File: src/rtl/jk_reg_bank.sv
// WIDTH-bit JK/D/T/SR flip-flop bank with parallel load, enable and sticky SR fault.
// Define JK_TOG_CNT_EN to add the saturating change counter tog_cnt.
module jk_reg_bank #(
    parameter int              WIDTH     = 4,
    parameter logic [WIDTH-1:0] RESET_VAL = '0,
    parameter int              CNT_W     = 8
) (
    input  logic             clk,
    input  logic             rst,
    input  logic             en,
    input  logic [1:0]       mode,
    input  logic [WIDTH-1:0] j,
    input  logic [WIDTH-1:0] k,
    input  logic             load,
    input  logic [WIDTH-1:0] load_val,
    input  logic             clr_err,
    output logic [WIDTH-1:0] q,
    output logic [WIDTH-1:0] qn,
    output logic             illegal
`ifdef JK_TOG_CNT_EN
    ,
    output logic [CNT_W-1:0] tog_cnt
`endif
);

    typedef enum logic [1:0] {
        MODE_JK = 2'b00,
        MODE_D  = 2'b01,
        MODE_T  = 2'b10,
        MODE_SR = 2'b11
    } mode_e;

    mode_e            mode_q;
    logic [WIDTH-1:0] q_mode;
    logic [WIDTH-1:0] q_next;
    logic             sr_bad;
    logic             set_err;

    assign mode_q = mode_e'(mode);

    always_comb begin
        q_mode = q;
        for (int i = 0; i < WIDTH; i++) begin
            unique case (mode_q)
                MODE_JK: begin
                    unique case ({j[i], k[i]})
                        2'b01:   q_mode[i] = 1'b0;
                        2'b10:   q_mode[i] = 1'b1;
                        2'b11:   q_mode[i] = ~q[i];
                        default: q_mode[i] = q[i];
                    endcase
                end
                MODE_D:  q_mode[i] = j[i];
                MODE_T:  q_mode[i] = q[i] ^ j[i];
                MODE_SR: begin
                    // j=k=1 holds the bit; the fault is flagged separately
                    unique case ({j[i], k[i]})
                        2'b01:   q_mode[i] = 1'b0;
                        2'b10:   q_mode[i] = 1'b1;
                        default: q_mode[i] = q[i];
                    endcase
                end
                default: q_mode[i] = q[i];
            endcase
        end
    end

    always_comb begin
        q_next = q;
        if (load) begin
            q_next = load_val;
        end else if (en) begin
            q_next = q_mode;
        end
    end

    assign sr_bad  = (mode_q == MODE_SR) && (|(j & k));
    assign set_err = en && !load && sr_bad;

    always_ff @(posedge clk) begin
        if (rst) begin
            q       <= RESET_VAL;
            illegal <= 1'b0;
        end else begin
            q <= q_next;
            if (set_err) begin
                illegal <= 1'b1;
            end else if (clr_err) begin
                illegal <= 1'b0;
            end
        end
    end

    assign qn = ~q;

`ifdef JK_TOG_CNT_EN
    logic q_chg;

    assign q_chg = (q_next != q);

    // counts cycles with any change, sticks at all-ones
    always_ff @(posedge clk) begin
        if (rst) begin
            tog_cnt <= '0;
        end else if (q_chg && (tog_cnt != {CNT_W{1'b1}})) begin
            tog_cnt <= tog_cnt + 1'b1;
        end
    end
`endif

endmodule

File: config.mk
export PLATFORM = sky130hd
export DESIGN_NAME = jk_reg_bank
export DESIGN_NICKNAME = d
export VERILOG_FILES = /design/src/rtl/jk_reg_bank.sv
export SDC_FILE = /design/constraint.sdc
export NUM_CORES = 1
export LEC_CHECK = 0
export BUFFER_PORTS_ARGS = -buffer_cell sky130_fd_sc_hd__buf_2
export CORE_MARGIN = 8
export CORE_UTILIZATION = 40
export DETAILED_ROUTE_END_ITERATION = 16
export PLACE_DENSITY_LB_ADDON = 0.1
export SLEW_MARGIN = 40
export SYNTH_ARGS = -nofsm -noshare
export SYNTH_HDL_FRONTEND = slang
export SYNTH_SLANG_ARGS = --single-unit
export TNS_END_PERCENT = 50
File: constraint.sdc
create_clock -name clk -period 1.2 [get_ports clk]
set_clock_uncertainty 0.1 [all_clocks]
set_input_delay 0 -clock clk [delete_from_list [all_inputs] [get_ports clk]]
set_output_delay 0 -clock clk [all_outputs]
set_load 0.05 [all_outputs]
-- Word-level counts from Yosys, hierarchy flattened
Index checks and enable logic that the tools add are counted.
- register bits: 5
- input port bits: 19
- logic and storage cells: 66
- equality and inequality tests: 23
- mux-type cells: 16
- bitwise logic cells: 10
- reduce and logical (&&, ||, !) cells: 12
- operators with widths (operator ; number):
    $eq A2 B2 Y1 const B ; 10
    $ne A4 B2 Y1 const B ; 4
    $pmux W1 S4 ; 4
    $ne A5 B2 Y1 const B ; 3
    $pmux W1 S3 ; 4
    $reduce_and A3 Y1 ; 4
    $eq A2 B1 Y1 const B ; 5
    $mux W4 ; 2
    $pmux W1 S2 ; 4
    $ne A5 B4 Y1 const B ; 1
    $and A4 B4 Y4 ; 1
    $not A1 Y1 ; 4
    $not A4 Y4 ; 1
    $reduce_bool A2 Y1 ; 2
    $reduce_or A4 Y1 ; 1
    $xor A1 B1 Y1 ; 4
    $logic_and A1 B1 Y1 ; 3
    $logic_not A2 Y1 ; 1
    $mux W1 ; 2
    $logic_not A1 Y1 ; 1

-- Depth between registers and ports, before layout
Gate-level depths: netlist (run 1).
- word-level depth: 5
- mapped depth: 6
- mapped depth without buffers: 6

-- Least setup slack after synthesis (run 1)
OpenSTA, ideal clock, no wires.
- path kind: register -> register
- from: reg q[1]
- to: reg q[1]
- library setup time: 101 ps
- arrival: 1401 ps
- setup slack: -402 ps
- stages on the path, launching flop included: 5
- path buffers: 0
- clock period less this slack: 1602 ps
- cell sequence: dfxtp_1 > inv_1 > nor3_1 > a22oi_1 > o41ai_1
- cells in the longest elaborated chain, start to end: 5
- ends and longest elaborated chain (item ; RTL line ; RTL):
    start: declaration ; 17 ; output logic [WIDTH-1:0] q,
    start signal: assignment ; 85 ; q <= q_next;
    $not A1 Y1 ; 49 ; 2'b11: q_mode[i] = ~q[i];
    $pmux W1 S3 ; 46 ; unique case ({j[i], k[i]})
    $pmux W1 S4 (*) ; 44 ; unique case (mode_q)
    $mux W4 (*) ; 72 ; end else if (en) begin
    $mux W4 (*) ; 70 ; if (load) begin
Every way passes the cells marked *; elsewhere a longest branch is shown, timed or not. The select of a mux whose other input is x is not followed.
A chain may end at the register's enable or synchronous reset.

-- Worst setup path after layout (run 1)
- from: in en
- to: reg q[2]
- cells in the longest elaborated chain, start to end: 2
- ends and longest elaborated chain (item ; RTL line ; RTL):
    start: declaration ; 10 ; input logic en,
    $reduce_bool A2 Y1 (no source line) ; n/a ;
    $reduce_and A3 Y1 (no source line) ; n/a ;
No other way between the ends.

==> impl_metrics.tcl, run 1 <==
set metrics [dict create \
    grt_pass1_wl_um 3440 \
    slew_violations 0 \
    io_pins 28 \
    max_freq_mhz 848 \
    antenna_found_initial 0 \
    drt-total-wl_um 2100 \
    ant_nets 0 \
    hold_slack_ps 72.1 \
    fin_area_um2 1100 \
    period_share 0.983 \
    wl_per_cell_um 13.1 \
    cts.path.max_buffers 2 \
    drtIter0Drc 25 \
    status "complete, no violations" \
    final_cell_mix "buf_2, buf_4, inv_1, ha_1, nand2_1" \
    post_dp_cell_area_um2 985 \
    grt_pass1_vias 790 \
    track_usage 0.127 \
    mappedNetlistArea_um2 692 \
    leakagePower_nw 0.549 \
    power_density_nw_per_um2 705 \
    hold_viol 0 \
    drc_errors 0 \
    setup_violations 0 \
    worst_slew_pin_slew_ps 338 \
    cts.sinks 5 \
    synth_cell_types 29 \
    ys_ff_latch 5 \
    cts_tree "done" \
    grt_start_max_net_pins 18 \
    netSwitchingFraction 0.398 \
    yosysWarnings 0 \
    numPortBuffers 27 \
    ir_drop_mv 0.519 \
    htreeDepth 1 \
    hpwlAfterDp_um 1600 \
    drive_gt1_frac 0.413 \
    gr-total-overflow 0 \
    fin_nets 174 \
    finalCriticalPeriod_ps 1180 \
    die_y_um 57.6 \
    p_sw_uw 310 \
    drt_pre_antenna_iters 4 \
    cp.arrival_ps 1200 \
    die_w_um 57.6 \
    antenna_cells 0 \
    comb_power_share 0.491 \
    routed-via-count 847 \
    synthCells 89 \
    rows 15 \
    post_drt_via_cell_ratio 5.29 \
    gp_congestion 0.771 \
    core-area_um2 1670 \
    start_util 0.414 \
    final_common_cell "buf_2" \
    syn_area_per_cell_um2 7.77 \
    power.total_uw 779 \
    dieArea_um2 3320 \
    utilization 0.661 \
    critPathKind "in2reg" \
    crit_path_end_kind "register" \
    clkPwrFrac 0.261 \
    rsz0062_at_grt "yes" \
    p_int_uw 469 \
    startpoint_type "primary input" \
    ctsRootBufferMaster "clkbuf_4" \
    syn_nets 119 \
    slew-limit-headroom 0.774 \
    pwr-share-seq 0.247 \
    cp.required_ps 1220 \
    setup_tns_ps 0 \
    synthToLayoutAreaGrowth_pct 59.7 \
    ys_seq_area_frac 0.145 \
    cts-buffers-inserted 3 \
    maxCapViolCount 0 \
    min_path_type "in2reg" \
    clk_latency_ps 240 \
    path_max_fanout 5 \
    cts.clk_slew.worst_paths_ps 50 \
]
## through the flow
stage / cells / setup slack, ps
2_1_floorplan: 89 / -152
3_3_place_gp: 148 / -122
3_5_place_dp: 148 / -181
4_1_cts: 160 / 25.3
5_1_grt: 160 / -5.33
6_report: 160 / 20.3
## path summary, 6_finish.rpt
check	startpoint	end	slack [ps]	depth (start not counted)
max	en	q[2]$_SDFFE_PP0P_	20	5
min	load	illegal$_SDFFE_PP0P_	70	4
max reg2reg	q[2]$_SDFFE_PP0P_	q[2]$_SDFFE_PP0P_	80	5
min reg2reg	illegal$_SDFFE_PP0P_	illegal$_SDFFE_PP0P_	380	2
## synth_stat cells (all sizes together)
cell / count / area [µm²]
clkbuf: 1 / 3.75
o41ai: 2 / 17.5
nand2: 9 / 33.8
or4b: 3 / 30.0
inv: 13 / 48.8
o221ai: 2 / 17.5
dfxtp: 5 / 100
o311ai: 3 / 26.3
nor4b: 1 / 8.76
nor4: 1 / 6.26
nand3: 5 / 25.0
nand2b: 2 / 12.5
mux2i: 6 / 60.1
a21oi: 1 / 5.00
or4: 1 / 11.3
o211ai: 3 / 27.5
nor2b: 1 / 6.26
nor3: 2 / 10.0
buf: 3 / 23.8
o21ai: 4 / 20.0
nor2: 4 / 15.0
a22oi: 2 / 15.0
o22ai: 2 / 12.5
ha: 11 / 138
a32oi: 2 / 17.5
## metal layers
metal | up-vias | part of all wire | global-route usage
met5 | - | 0 | 0
met4 | 0 | 0.0076 | 0.0429
met3 | 4 | 0.059 | 0.0404
met2 | 25 | 0.54 | 0.227
met1 | 380 | 0.40 | 0.137
li1 | 438 | - | -
## worst max-delay path, stage by stage
cell	delay, ps
dlygate4sd3_1	520
buf_2	170
nand3_1	140
a22oi_1	250
o41ai_2	110
## final cells by class
class	instances	area, µm²
multi-input cells	67	534
fillers	155	566
well taps	17	21.3
inverters	13	56.3
clock buffers	4	26.3
flip-flops and latches	5	109
repair buffers	54	358
## cell families after synthesis
logic type	share of synthesized area
AO/OA/AOI/OAI	0.230
adder cells (fa/ha/maj)	0.199
buffers and inverters	0.110
flip-flops	0.145
multiplexers	0.0868
AND/OR/NAND/NOR	0.230
## state kept, by name, indices dropped and copies added (netlist names)
signal / flops
q: 4
illegal: 1
## power by group through the flow
stage | Sequential (mW) | Clock, mW | Combinational, mW
after floorplan | 0.237 | 0 | 0.170
after global placement | 0.194 | 0 | 0.346
after detailed placement | 0.195 | 0 | 0.353
after CTS | 0.192 | 0.211 | 0.375
after global routing | 0.195 | 0.221 | 0.415
final | 0.193 | 0.203 | 0.383
## what timing repair did
| item | CTS | global route |
|---|---|---|
| hold buffers | 8 | 0 |
| endpoints found under the setup margin | 0 | 4 |
| endpoints found under the hold margin | 5 | 0 |
| buffers inserted | 0 | 0 |
| gates resized for setup | 0 | 5 |
(Power assumes the default switching activity.)
==> run 2, diff against run 1 <==
Settings changed: GPL_TIMING_DRIVEN set to 0.
==> run 2 against run 1 <==
Against the previous run: sequential share of layout area rose by 0.84 points; routed wire length about the same; final cell count fell by 10%; sequential power hardly changed; critical path type unchanged; die area unchanged; worst hold slack gained 1.9 ps; clock power is 4% higher; sequential cell count is the same.
==> impl_metrics.tcl, run 2 (synthesized netlist as in run 1, its figures left out) <==
set metrics [dict create \
    status "complete, no violations" \
    drt_pre_antenna_iters 4 \
    path_max_fanout 5 \
    gr-total-overflow 0 \
    reg.largest.list "q (4), illegal (1)" \
    cts.path.max_buffers 2 \
    wl_per_cell_um 14.6 \
    grt_start_max_net_pins 11 \
    setup_tns_ps 0 \
    startpoint_type "primary input" \
    ant_nets 0 \
    gp_congestion 0.763 \
    finalWorstSetupSlack_ps 28.4 \
    r2r-end "q[2]$_SDFFE_PP0P_" \
    post_dp_cell_area_um2 865 \
    post_drt_via_cell_ratio 5.56 \
    die_y_um 57.6 \
    grt_pass1_vias 744 \
    critPathKind "in2reg" \
    finalNonFillerCells 144 \
    maxCapViolCount 0 \
    utilization 0.610 \
    io_pins 28 \
    slew-limit-headroom 0.696 \
    drive_gt1_frac 0.354 \
    htreeDepth 1 \
    hold_viol 0 \
    hold_slack_ps 74.0 \
    numPortBuffers 26 \
    rsz0062_at_grt "yes" \
    postCtsSetupRepairBufs 0 \
    cts.sinks 5 \
    drt-total-wl_um 2100 \
    leakagePower_nw 0.475 \
    start_util 0.414 \
    grt_pass1_wl_um 3130 \
    antenna_found_initial 0 \
    pre_cts_ws_ps -246 \
    die_w_um 57.6 \
    min_path_cells 4 \
    routed-via-count 800 \
    core-area_um2 1670 \
    finalCriticalPeriod_ps 1170 \
    ir_drop_mv 0.647 \
    drtIter0Drc 17 \
    placed_cells 132 \
    fin_nets 158 \
    reg2reg_slack_ps 50 \
    clk_latency_ps 250 \
    dieArea_um2 3320 \
    rows 15 \
    worst_slew_pin_slew_ps 456 \
    min_path_type "in2reg" \
    track_usage 0.116 \
    fin_area_um2 1020 \
    power.total_uw 765 \
    max_freq_mhz 854 \
    power_density_nw_per_um2 751 \
    regMostFlops "q" \
    hpwlAfterDp_um 1510 \
    min_to "illegal$_SDFFE_PP0P_" \
    antenna_cells 0 \
    synthToLayoutAreaGrowth_pct 47.2 \
    final_common_cell "buf_2" \
    largest_reg_flops 4 \
    period_share 0.976 \
    setup.worst_path.start "j[3]" \
    setup_violations 0 \
    cp.arrival_ps 1250 \
    cts_tree "done" \
    slew_violations 0 \
    min_from "load" \
    reg2reg_from "q[2]$_SDFFE_PP0P_" \
    drc_errors 0 \
    crit_path_end_kind "register" \
    final_cell_mix "buf_2, inv_1, ha_1" \
    cts.clk_slew.worst_paths_ps 50 \
    r2r_cells 4 \
    cp.required_ps 1280 \
    cts-buffers-inserted 3 \
    ctsRootBufferMaster "clkbuf_4" \
]
[run 2: changes by cell type in the layout (fill, tap and decap cells not counted), moves of 2 or more]
cell      delta
buf_4       -18
buf_6        +2
o21ai_0      -2
o21ai_1      +2
o311ai_1     -2
[run 2: cell type report]
type / count / area, µm²
buffer: 4 / 27.5
fill: 169 / 652
multi-input combinational: 67 / 562
inverter: 13 / 56.3
sequential: 5 / 109
timing repair buffer: 34 / 216
tap: 17 / 21.3
clock buffer: 4 / 26.3
[run 2: per-layer routing]
layer	vias to the layer above	track usage	part of all wire
met1	370	0.116	0.40
met2	19	0.217	0.53
met3	2	0.0561	0.071
met4	0	0.0107	0.0033
met5	-	0	0
li1	409	-	-
[run 2: worst max path at each step]
stage | endpoint | cells after the start
6_report | q[3]$_SDFFE_PP0P_ | 6
5_1_grt | q[2]$_SDFFE_PP0P_ | 4
4_1_cts | q[1]$_SDFFE_PP0P_ | 4
3_5_place_dp | q[0]$_SDFFE_PP0P_ | 7
3_3_place_gp | q[0]$_SDFFE_PP0P_ | 7
2_1_floorplan | q[3]$_SDFFE_PP0P_ | 3
[run 2: report_power, final]
group | switching (mW) | internal, mW | leakage (nW)
clock | 0.0847 | 0.127 | 0.0150
combinational | 0.219 | 0.140 | 0.417
sequential | 0.0153 | 0.179 | 0.0428
total | 0.319 | 0.446 | 0.475
[run 2: timing repair]
| action | 4_1_cts | 5_1_grt |
|---|---|---|
| setup endpoints to repair | 1 | 4 |
| pin swaps | 1 | 4 |
| endpoints found under the hold margin | 5 | 0 |
| hold buffers | 8 | 0 |
| gates cloned | 0 | 0 |
| gates resized for setup | 0 | 12 |
[run 2: worst max-delay path, stage by stage]
cell and delay [ps]:
buf_2 130, ha_1 240, or4_4 480, o211ai_2 180
a32oi_1 120, o21ai_1 110
